## src/rtl/towers_hit_manager.sv

```systemverilog
// ---------------------------------------------------------------------------
// towers_hit_manager
//
// Purpose:
//   Watches the per-pixel drawing requests of the falling-towers layer and
//   the player layer. Any pixel where both layers draw marks an overlap for
//   the current frame. At each start-of-frame that is not paused, the frame
//   that just ended is judged:
//     PLAY   : an overlap costs one life and starts the post-hit freeze.
//              A clean frame adds one to the survival score.
//     FREEZE : the towers are held still. Overlaps are ignored. The score
//              does not change.
//     INVULN : the towers move again. Overlaps are still ignored. The score
//              counts up.
//     OVER   : nothing changes until restart.
//   restart overrides everything, including a start-of-frame on the same
//   cycle.
//
// Ports:
//   clk           in   system clock
//   resetN        in   asynchronous active-low reset
//   startOfFrame  in   one-cycle pulse at frame start (frame decisions)
//   playerDR      in   player layer drawing request, current pixel
//   towersDR      in   towers layer drawing request, current pixel
//   userPause     in   user pause level; a paused SOF is not evaluated
//   restart       in   one-cycle new-game request (highest priority)
//   collision     out  one-cycle registered pulse when a hit is accepted
//   lives         out  remaining lives (registered)
//   invulnerable  out  high in FREEZE and INVULN (registered)
//   gameOver      out  high in OVER (registered)
//   towersPause   out  combinational: userPause | FREEZE | OVER
//   score         out  frames survived, saturating at all-ones
//
// Handshake: none. startOfFrame and restart are single-cycle strobes, and
// the pixel requests are sampled on every clock.
// ---------------------------------------------------------------------------
module towers_hit_manager #(
    parameter int START_LIVES       = 3,
    parameter int HIT_FREEZE_FRAMES = 30,
    parameter int INVULN_FRAMES     = 60,
    parameter int SCORE_WIDTH       = 16
) (
    input  logic                   clk,
    input  logic                   resetN,
    input  logic                   startOfFrame,
    input  logic                   playerDR,
    input  logic                   towersDR,
    input  logic                   userPause,
    input  logic                   restart,
    output logic                   collision,
    output logic [2:0]             lives,
    output logic                   invulnerable,
    output logic                   gameOver,
    output logic                   towersPause,
    output logic [SCORE_WIDTH-1:0] score
);

    // The frame counter must hold the larger of the two window lengths.
    localparam int MAX_FRAMES = (HIT_FREEZE_FRAMES > INVULN_FRAMES) ?
                                HIT_FREEZE_FRAMES : INVULN_FRAMES;
    localparam int CNT_W      = (MAX_FRAMES < 2) ? 1 : $clog2(MAX_FRAMES + 1);

    localparam logic [CNT_W-1:0]       FREEZE_LOAD = CNT_W'(HIT_FREEZE_FRAMES);
    localparam logic [CNT_W-1:0]       INVULN_LOAD = CNT_W'(INVULN_FRAMES);
    localparam logic [CNT_W-1:0]       CNT_ONE     = CNT_W'(1);
    localparam logic [2:0]             LIVES_INIT  = 3'(START_LIVES);
    localparam logic [SCORE_WIDTH-1:0] SCORE_ONE   = SCORE_WIDTH'(1);
    localparam logic [SCORE_WIDTH-1:0] SCORE_MAX   = '1;

    typedef enum logic [1:0] {
        ST_PLAY   = 2'd0,
        ST_FREEZE = 2'd1,
        ST_INVULN = 2'd2,
        ST_OVER   = 2'd3
    } state_t;

    state_t                 state_q, state_d;
    logic [2:0]             lives_q, lives_d;
    logic [CNT_W-1:0]       frame_cnt_q, frame_cnt_d;
    logic [SCORE_WIDTH-1:0] score_q, score_d;
    logic                   overlap_seen_q, overlap_seen_d;
    logic                   collision_q, collision_d;
    logic                   invulnerable_q, invulnerable_d;
    logic                   game_over_q, game_over_d;

    logic                   overlap_now;
    logic                   evaluate;
    logic [SCORE_WIDTH-1:0] score_inc;

    assign overlap_now = playerDR & towersDR;
    assign evaluate    = startOfFrame & ~userPause;
    assign score_inc   = (score_q == SCORE_MAX) ? score_q : (score_q + SCORE_ONE);

    // -----------------------------------------------------------------------
    // Next-state logic
    // -----------------------------------------------------------------------
    always_comb begin
        state_d        = state_q;
        lives_d        = lives_q;
        frame_cnt_d    = frame_cnt_q;
        score_d        = score_q;
        collision_d    = 1'b0;

        // The overlap flag covers one frame. An evaluated SOF closes the old
        // frame and opens a new one, so the SOF cycle's own pixel is the
        // first sample of the new frame. A paused SOF does not close the
        // frame, so the flag keeps accumulating.
        if (evaluate) begin
            overlap_seen_d = overlap_now;
        end else begin
            overlap_seen_d = overlap_seen_q | overlap_now;
        end

        if (restart) begin
            state_d        = ST_PLAY;
            lives_d        = LIVES_INIT;
            frame_cnt_d    = '0;
            score_d        = '0;
            overlap_seen_d = 1'b0;
        end else if (evaluate) begin
            case (state_q)
                ST_PLAY: begin
                    if (overlap_seen_q) begin
                        collision_d = 1'b1;
                        if (lives_q <= 3'd1) begin
                            lives_d     = 3'd0;
                            state_d     = ST_OVER;
                            frame_cnt_d = '0;
                        end else begin
                            lives_d = lives_q - 3'd1;
                            if (HIT_FREEZE_FRAMES > 0) begin
                                state_d     = ST_FREEZE;
                                frame_cnt_d = FREEZE_LOAD;
                            end else if (INVULN_FRAMES > 0) begin
                                state_d     = ST_INVULN;
                                frame_cnt_d = INVULN_LOAD;
                            end else begin
                                state_d     = ST_PLAY;
                                frame_cnt_d = '0;
                            end
                        end
                    end else begin
                        score_d = score_inc;
                    end
                end

                ST_FREEZE: begin
                    // Counter values of 1 or less end the window. This
                    // guards against a wrap if the counter were ever 0.
                    if (frame_cnt_q <= CNT_ONE) begin
                        if (INVULN_FRAMES > 0) begin
                            state_d     = ST_INVULN;
                            frame_cnt_d = INVULN_LOAD;
                        end else begin
                            state_d     = ST_PLAY;
                            frame_cnt_d = '0;
                        end
                    end else begin
                        frame_cnt_d = frame_cnt_q - CNT_ONE;
                    end
                end

                ST_INVULN: begin
                    score_d = score_inc;
                    if (frame_cnt_q <= CNT_ONE) begin
                        state_d     = ST_PLAY;
                        frame_cnt_d = '0;
                    end else begin
                        frame_cnt_d = frame_cnt_q - CNT_ONE;
                    end
                end

                default: begin
                    // ST_OVER: frozen until restart.
                    lives_d = 3'd0;
                end
            endcase
        end

        // The status outputs follow the state being entered, so they change
        // on the same edge as the state.
        invulnerable_d = (state_d == ST_FREEZE) || (state_d == ST_INVULN);
        game_over_d    = (state_d == ST_OVER);
    end

    // -----------------------------------------------------------------------
    // State and output registers
    // -----------------------------------------------------------------------
    always_ff @(posedge clk or negedge resetN) begin
        if (!resetN) begin
            state_q        <= ST_PLAY;
            lives_q        <= LIVES_INIT;
            frame_cnt_q    <= '0;
            score_q        <= '0;
            overlap_seen_q <= 1'b0;
            collision_q    <= 1'b0;
            invulnerable_q <= 1'b0;
            game_over_q    <= 1'b0;
        end else begin
            state_q        <= state_d;
            lives_q        <= lives_d;
            frame_cnt_q    <= frame_cnt_d;
            score_q        <= score_d;
            overlap_seen_q <= overlap_seen_d;
            collision_q    <= collision_d;
            invulnerable_q <= invulnerable_d;
            game_over_q    <= game_over_d;
        end
    end

    assign collision    = collision_q;
    assign lives        = lives_q;
    assign invulnerable = invulnerable_q;
    assign gameOver     = game_over_q;
    assign score        = score_q;

    // The pause must act in the same cycle as the user pause input, so it is
    // combinational from the registered state.
    assign towersPause  = userPause || (state_q == ST_FREEZE) || (state_q == ST_OVER);

endmodule
```

## config.mk

```make
export PLATFORM = sky130hd
export DESIGN_NAME = towers_hit_manager
export DESIGN_NICKNAME = d
export VERILOG_FILES = /design/src/rtl/towers_hit_manager.sv
export SDC_FILE = /design/constraint.sdc
export NUM_CORES = 1
export LEC_CHECK = 0
export ABC_AREA = 1
export BUFFER_PORTS_ARGS = -buffer_cell sky130_fd_sc_hd__buf_2
export CORE_MARGIN = 1.5
export CORE_UTILIZATION = 62
export DETAILED_ROUTE_END_ITERATION = 10
export PLACE_DENSITY = 0.83
export REMOVE_ABC_BUFFERS = 1
export SLEW_MARGIN = 40
export SYNTH_ARGS = -nofsm -noshare
export SYNTH_HDL_FRONTEND = slang
export SYNTH_SLANG_ARGS = --single-unit
```

## constraint.sdc

```tcl
create_clock -name clk -period 4.1 [get_ports clk]
set_input_delay 0 -clock clk [delete_from_list [all_inputs] [get_ports clk]]
set_output_delay 0 -clock clk [all_outputs]
set_load 0.05 [all_outputs]
```

## Yosys cells after proc, flatten, opt, wreduce, memory -nomap -nowiden

Index checks and enable logic that the tools add are counted.

- Word-level logic and storage cells: 68
- Bits in registers: 31
- Bits of input ports: 7

- Add/subtract/negate cells: 3
- Equal/unequal tests: 10
- Order comparisons: 2
- Mux-type cells: 30
- Reductions and logical operators: 11
- Bitwise gates (word level): 4

Operators by type and width:

| operator | number |
|---|---|
| $mux W16 | 4 |
| $pmux W16 S2 | 1 |
| $mux W6 | 5 |
| $pmux W6 S3 | 1 |
| $add A16 B1 Y16 const B | 1 |
| $eq A16 B16 Y1 const B | 1 |
| $mux W2 | 6 |
| $mux W3 | 4 |
| $reduce_and A3 Y1 | 3 |
| $eq A2 B2 Y1 const B | 4 |
| $le A6 B1 Y1 const B | 1 |
| $mux W1 | 6 |
| $ne A3 B3 Y1 const B | 2 |
| $pmux W2 S3 | 1 |
| $pmux W3 S2 | 1 |
| $sub A6 B1 Y6 const B | 1 |
| $mux W5 | 1 |
| $eq A2 B1 Y1 const B | 2 |
| $reduce_bool A4 Y1 | 1 |
| $le A3 B1 Y1 const B | 1 |
| $logic_or A1 B1 Y1 | 3 |
| $reduce_bool A3 Y1 | 1 |
| $sub A3 B1 Y3 const B | 1 |
| $and A1 B1 Y1 | 2 |
| 6 further kinds | 6 |

## Logic depth before layout (Yosys ltp)

- Depth in word-level cells: 8
- Gate-level depth with buffers: 11

## Least setup slack after synthesis

OpenSTA, ideal clock, no wires.

- Path kind: register to register
- Start point: register lives_q[1] (netlist: lives[1])
- End point: register invulnerable_q (netlist: invulnerable)
- Arrival: 1751 ps
- Cell stages (with the launch flop): 12
- Setup time: 126 ps
- Period minus slack after synthesis: 1876 ps
- Required time: 3974 ps
- Slack: 2224 ps
- Cell sequence: dfstp_2 > inv_1 > ha_1 > inv_1 > nand2_1 > nand2_1 > inv_1 > o21ai_0 > nand2_1 > nor2_1 > nor2_1 > ha_1

- Word-level cells in the longest chain between the ends: 8
- Elaborated cells between the ends (all ways): 9
- Those cells by class: order compare (1); eq/ne (2); mux (5); reduce/logical (1)

Ends and longest elaborated chain:

| what | RTL line | text |
|---|---|---|
| from (decl) | 78 | `logic [2:0] lives_q, lives_d;` |
| from (signal assigned) | 201 | `lives_q <= lives_d;` |
| $le A3 B1 Y1 (*) | 125 | `if (lives_q <= 3'd1) begin` |
| $mux W2 (*) | 125 |  |
| $mux W2 (*) | 123 | `if (overlap_seen_q) begin` |
| $pmux W2 S3 (*) | 121 | `case (state_q)` |
| $mux W2 (*) | 120 | `end else if (evaluate) begin` |
| $mux W2 (*) | 114 | `if (restart) begin` |
| named net state_d[1] | 77 | `state_t state_q, state_d;` |
| $eq A2 B1 Y1 / $eq A2 B2 Y1 (equally long branches) | 182 | `invulnerable_d = (state_d == ST_FREEZE) \|\| (state_d == ST_INVULN);` |
| $logic_or A1 B1 Y1 (*) | 182 |  |
| named net invulnerable_d | 83 | `logic invulnerable_q, invulnerable_d;` |
| to (signal assigned) | 206 | `invulnerable_q <= invulnerable_d;` |
| to (decl) | 83 |  |

Mark *: on every way through the listed nets, which the timed path passes. The rest lies on a longest branch.
A chain may end at the register's enable or synchronous reset.

## Final worst setup path

- Start point: register state_q[1]
- End point: register invulnerable_q (netlist: invulnerable)

- Word-level cells in the longest chain between the ends: 6
- Elaborated cells between the ends (all ways): 12
- Those cells by class: eq/ne (4); mux (6); reduce/logical (2)

Ends and longest elaborated chain:

| what | RTL line | text |
|---|---|---|
| from (decl) | 77 |  |
| from (signal assigned) | 200 | `state_q <= state_d;` |
| $eq A2 B2 Y1 (tied with other cells) | 121 |  |
| $pmux W2 S3 (*) | 121 |  |
| $mux W2 (*) | 120 |  |
| $mux W2 (*) | 114 |  |
| named net state_d[0] | 77 |  |
| $eq A2 B1 Y1 / $eq A2 B2 Y1 (equally long branches) | 182 |  |
| $logic_or A1 B1 Y1 (*) | 182 |  |
| named net invulnerable_d | 83 |  |

Marks and branches as above.

==> results.sh <==
export IMPL_status="complete, no violations"
export IMPL_netlist_instances=293
export IMPL_ctsResizeCount=0
export IMPL_antenna_cells=0
export IMPL_start_util=0.6406
export IMPL_layout_min_cycle_time_ns=1.948
export IMPL_numPortBuffers=29
export IMPL_vias=1897
export IMPL_clkTransAtPathRegs_ns=0.10
export IMPL_drc=0
export IMPL_antenna_found_initial=0
export IMPL_synthAdderAreaFrac=0.05900
export IMPL_cp_top_family="compound AO/OA/AOI/OAI gates"
export IMPL_rsz0062_at_grt="false"
export IMPL_hold_violations=0
export IMPL_rrSetupSlack_ns=2.15
export IMPL_vias_per_cell=5.059
export IMPL_grt_ovfl_total=0
export IMPL_ioPinCount=30
export IMPL_grt_pass1_vias=1768
export IMPL_hpwl_um=3153
export IMPL_max_freq_mhz=513.3
export IMPL_synth_xor_area_frac=0.02891
export IMPL_critPathMaxStageDelay_ns=0.44
export IMPL_timing_rr_start="state_q[1]"
export IMPL_fin_skew_ns=0.01145
export IMPL_worstReg2RegEnd="invulnerable"
export IMPL_clockBufferDepth=2
export IMPL_min_path_type="input port to flip-flop"
export IMPL_endpoint_kind="flip-flop"
export IMPL_synth_top_cell_area_share=0.3422
export IMPL_synth_top_area_cell="dfrtp_1"
export IMPL_met1_usage=0.3142
export IMPL_dieArea_um2=3780
export IMPL_leakage_nw=1.308
export IMPL_synth_distinct_cells=29
export IMPL_pwr_share_seq=0.436
export IMPL_synth_ff_type="dfrtp_1"
export IMPL_coreArea_um2=3311
export IMPL_syn_avg_cell_area_um2=7.238
export IMPL_multi_input_area_um2=1149
export IMPL_place_ws_ns=2.157
export IMPL_synth_top_family_by_area="simple AND/OR/NAND/NOR gates"
export IMPL_fin_ws_ns=2.152
export IMPL_maxSlewViolCount=0
export IMPL_clockPowerShare=0.209
export IMPL_holdCritStartpoint="startOfFrame"
export IMPL_cts_buffers=5
export IMPL_dr_pass1_iters=4
export IMPL_grt_busiest_layer="met2"
export IMPL_swShare=0.4097
export IMPL_hold_end="collision"
export IMPL_holdPathStages=3
export IMPL_grt_max_degree=32
export IMPL_yosysMostFrequentCell="nand2_1"
export IMPL_path_max_fanout=5
export IMPL_synth_area_um2=2121
export IMPL_fill_cells=281
export IMPL_drt_iter0_drc=132
export IMPL_crit_chain="inv_1, ha_1, inv_2, o21ai_0, o211ai_1, a31oi_1, ha_1"
export IMPL_nNetsFinal=345
export IMPL_numClockSinks=31
export IMPL_yosys_top_cells_area="dfrtp_1 34%, nand2_1 16%, nand3_1 6.4%"
export IMPL_p_comb_frac=0.355
export IMPL_rows=21
export IMPL_cts_hold_buf=4
export IMPL_vdd_drop_max_mv=0.2819
export IMPL_critPathLaunchType="flip-flop"
export IMPL_cp_arrival_ns=2.18
export IMPL_slew_limit_headroom=0.5441
export IMPL_clockRootBuffer="clkbuf_4"
export IMPL_powerDensity_nw_per_um2=352.6
export IMPL_post_cts_setup_buffer_count=0
export IMPL_fin_hold_ws_ns=0.05671
export IMPL_die_w_um=61.49
export IMPL_yosysWarningCount=0
export IMPL_routabilityCongestion=0.9161
export IMPL_seq_area_um2=778.2
export IMPL_areaGrowthSynthToFinish_pct=11.21
export IMPL_drive_above_1_share=0.2006
export IMPL_routed_wl_um=4300
export IMPL_synth_edf_count=0
export IMPL_grt_pass1_wl_um=7231
export IMPL_crit_type="flip-flop to flip-flop"
export IMPL_p_int_mw=0.4909
export IMPL_yosysSeqAreaShare=0.3670
export IMPL_wire_per_inst_um=11.47
export IMPL_post_route_period_util=0.4752
export IMPL_cp_required_ns=4.34
export IMPL_synth_compound_area_frac=0.08791
export IMPL_tightest_slew_ns=0.6838
export IMPL_synth_seq_cells=31
export IMPL_ys_async_sr_fraction=1.000
export IMPL_worstSkewPairLatency_ns=0.34
export IMPL_ys_top_cells_by_count="88 x nand2_1, 33 x inv_1, 33 x nor2_1"
export IMPL_cts_tree="yes"
export IMPL_cap_violations=0
export IMPL_crit_slowest_cell="dfrtp_1"
export IMPL_use_met3=0.05672
export IMPL_p_sw_mw=0.3407
export IMPL_setup_viol=0
export IMPL_gr_usage_met2=0.4271
export IMPL_die_y_um=61.49
export IMPL_synthMuxAreaShare=0
export IMPL_cts_htree_levels=2
export IMPL_worstRegToRegCells=7
export IMPL_critPathBufInv=2
export IMPL_synth_simple_area_share=0.3658
export IMPL_final_setup_tns_ns=0
export IMPL_ant_nets=0
export IMPL_crit_top_cell="ha_1"
export IMPL_grt_use_total=0.2592
## cell usage in the layout, fill, tap and decap left out, types with 2 or more instances in the layout
master	instances
nor2_2	2
clkbuf_4	5
nand3_1	27
ha_1	10
dfstp_2	2
nand2_1	88
dlygate4sd3_1	4
nand2_2	11
dfrtp_1	29
inv_1	33
nand4_1	4
clkbuf_1	2
o21bai_1	3
o21ai_2	6
a21oi_1	2
xor2_1	7
o21ai_0	15
inv_2	4
buf_2	29
nand3_2	4
nor2_1	33
## worst max-delay path by stage
stage	start	to	slack (ns)	depth (start not counted)
after global routing	state_q[0]	invulnerable	1.98	7
after floorplan	lives[1]	invulnerable	2.22	11
final	state_q[1]	invulnerable	2.15	7
after CTS	state_q[1]	invulnerable	2.15	7
after detailed placement	state_q[0]	invulnerable	2.16	7
after global placement	state_q[1]	invulnerable	2.33	7
## power groups by stage
| stage | registers [mW] | clock network (mW) | logic (mW) |
|---|---|---|---|
| detailed placement | 0.368 | 0 | 0.291 |
| CTS | 0.362 | 0.181 | 0.295 |
| finish | 0.362 | 0.174 | 0.295 |
| global route | 0.366 | 0.192 | 0.330 |
| floorplan | 0.412 | 0 | 0.180 |
| global placement | 0.366 | 0 | 0.285 |
## final cells by class
cell class / count / area share
multi-input combinational: 220 / 0.4870
tap: 46 / 0.02440
clock buffer: 7 / 0.01910
inverter: 37 / 0.05889
sequential: 31 / 0.3300
clock inverter: 1 / 0.002122
timing repair buffer: 33 / 0.07851
## worst register-to-register path: stages (launching register included)
cell,delay [ns]
dfrtp_1,0.44
inv_1,0.14
ha_1,0.27
inv_2,0.08
o21ai_0,0.27
o211ai_1,0.15
a31oi_1,0.23
ha_1,0.26
## kinds of logic (layout without fill, tap and decap cells)
| family | count (synthesis) | count (layout) |
|---|---|---|
| buffers and inverters | 42 | 78 |
| adder cells (fa/ha/maj) | 10 | 10 |
| AND/OR/NAND/NOR | 173 | 173 |
| flip-flops | 31 | 31 |
| XOR/XNOR | 7 | 7 |
| AO/OA/AOI/OAI | 30 | 30 |
## flip-flops by register name, summed over array words and instances (netlist names)
signal and count:
frame_cnt_q 6, score 16, invulnerable 1, gameOver 1, state_q 2, overlap_seen_q 1
collision 1, lives 3
## per-layer routing
metal,vias up,share of wire
met5,-,0
met4,0,0.020
met3,10,0.038
met2,40,0.50
met1,847,0.44
li1,1000,-
## metrics by stage
step	util	total power, mW	cells	area, um^2
floorplan	-	0.5921	288	2066
global placement	0.6852	0.6508	363	2268
detailed placement	0.6852	0.6590	363	2268
CTS	0.7124	0.8381	375	2359
global route	0.7124	0.8879	375	2359
finish	0.7124	0.8316	375	2359
Power figures use the tool's default switching activity.
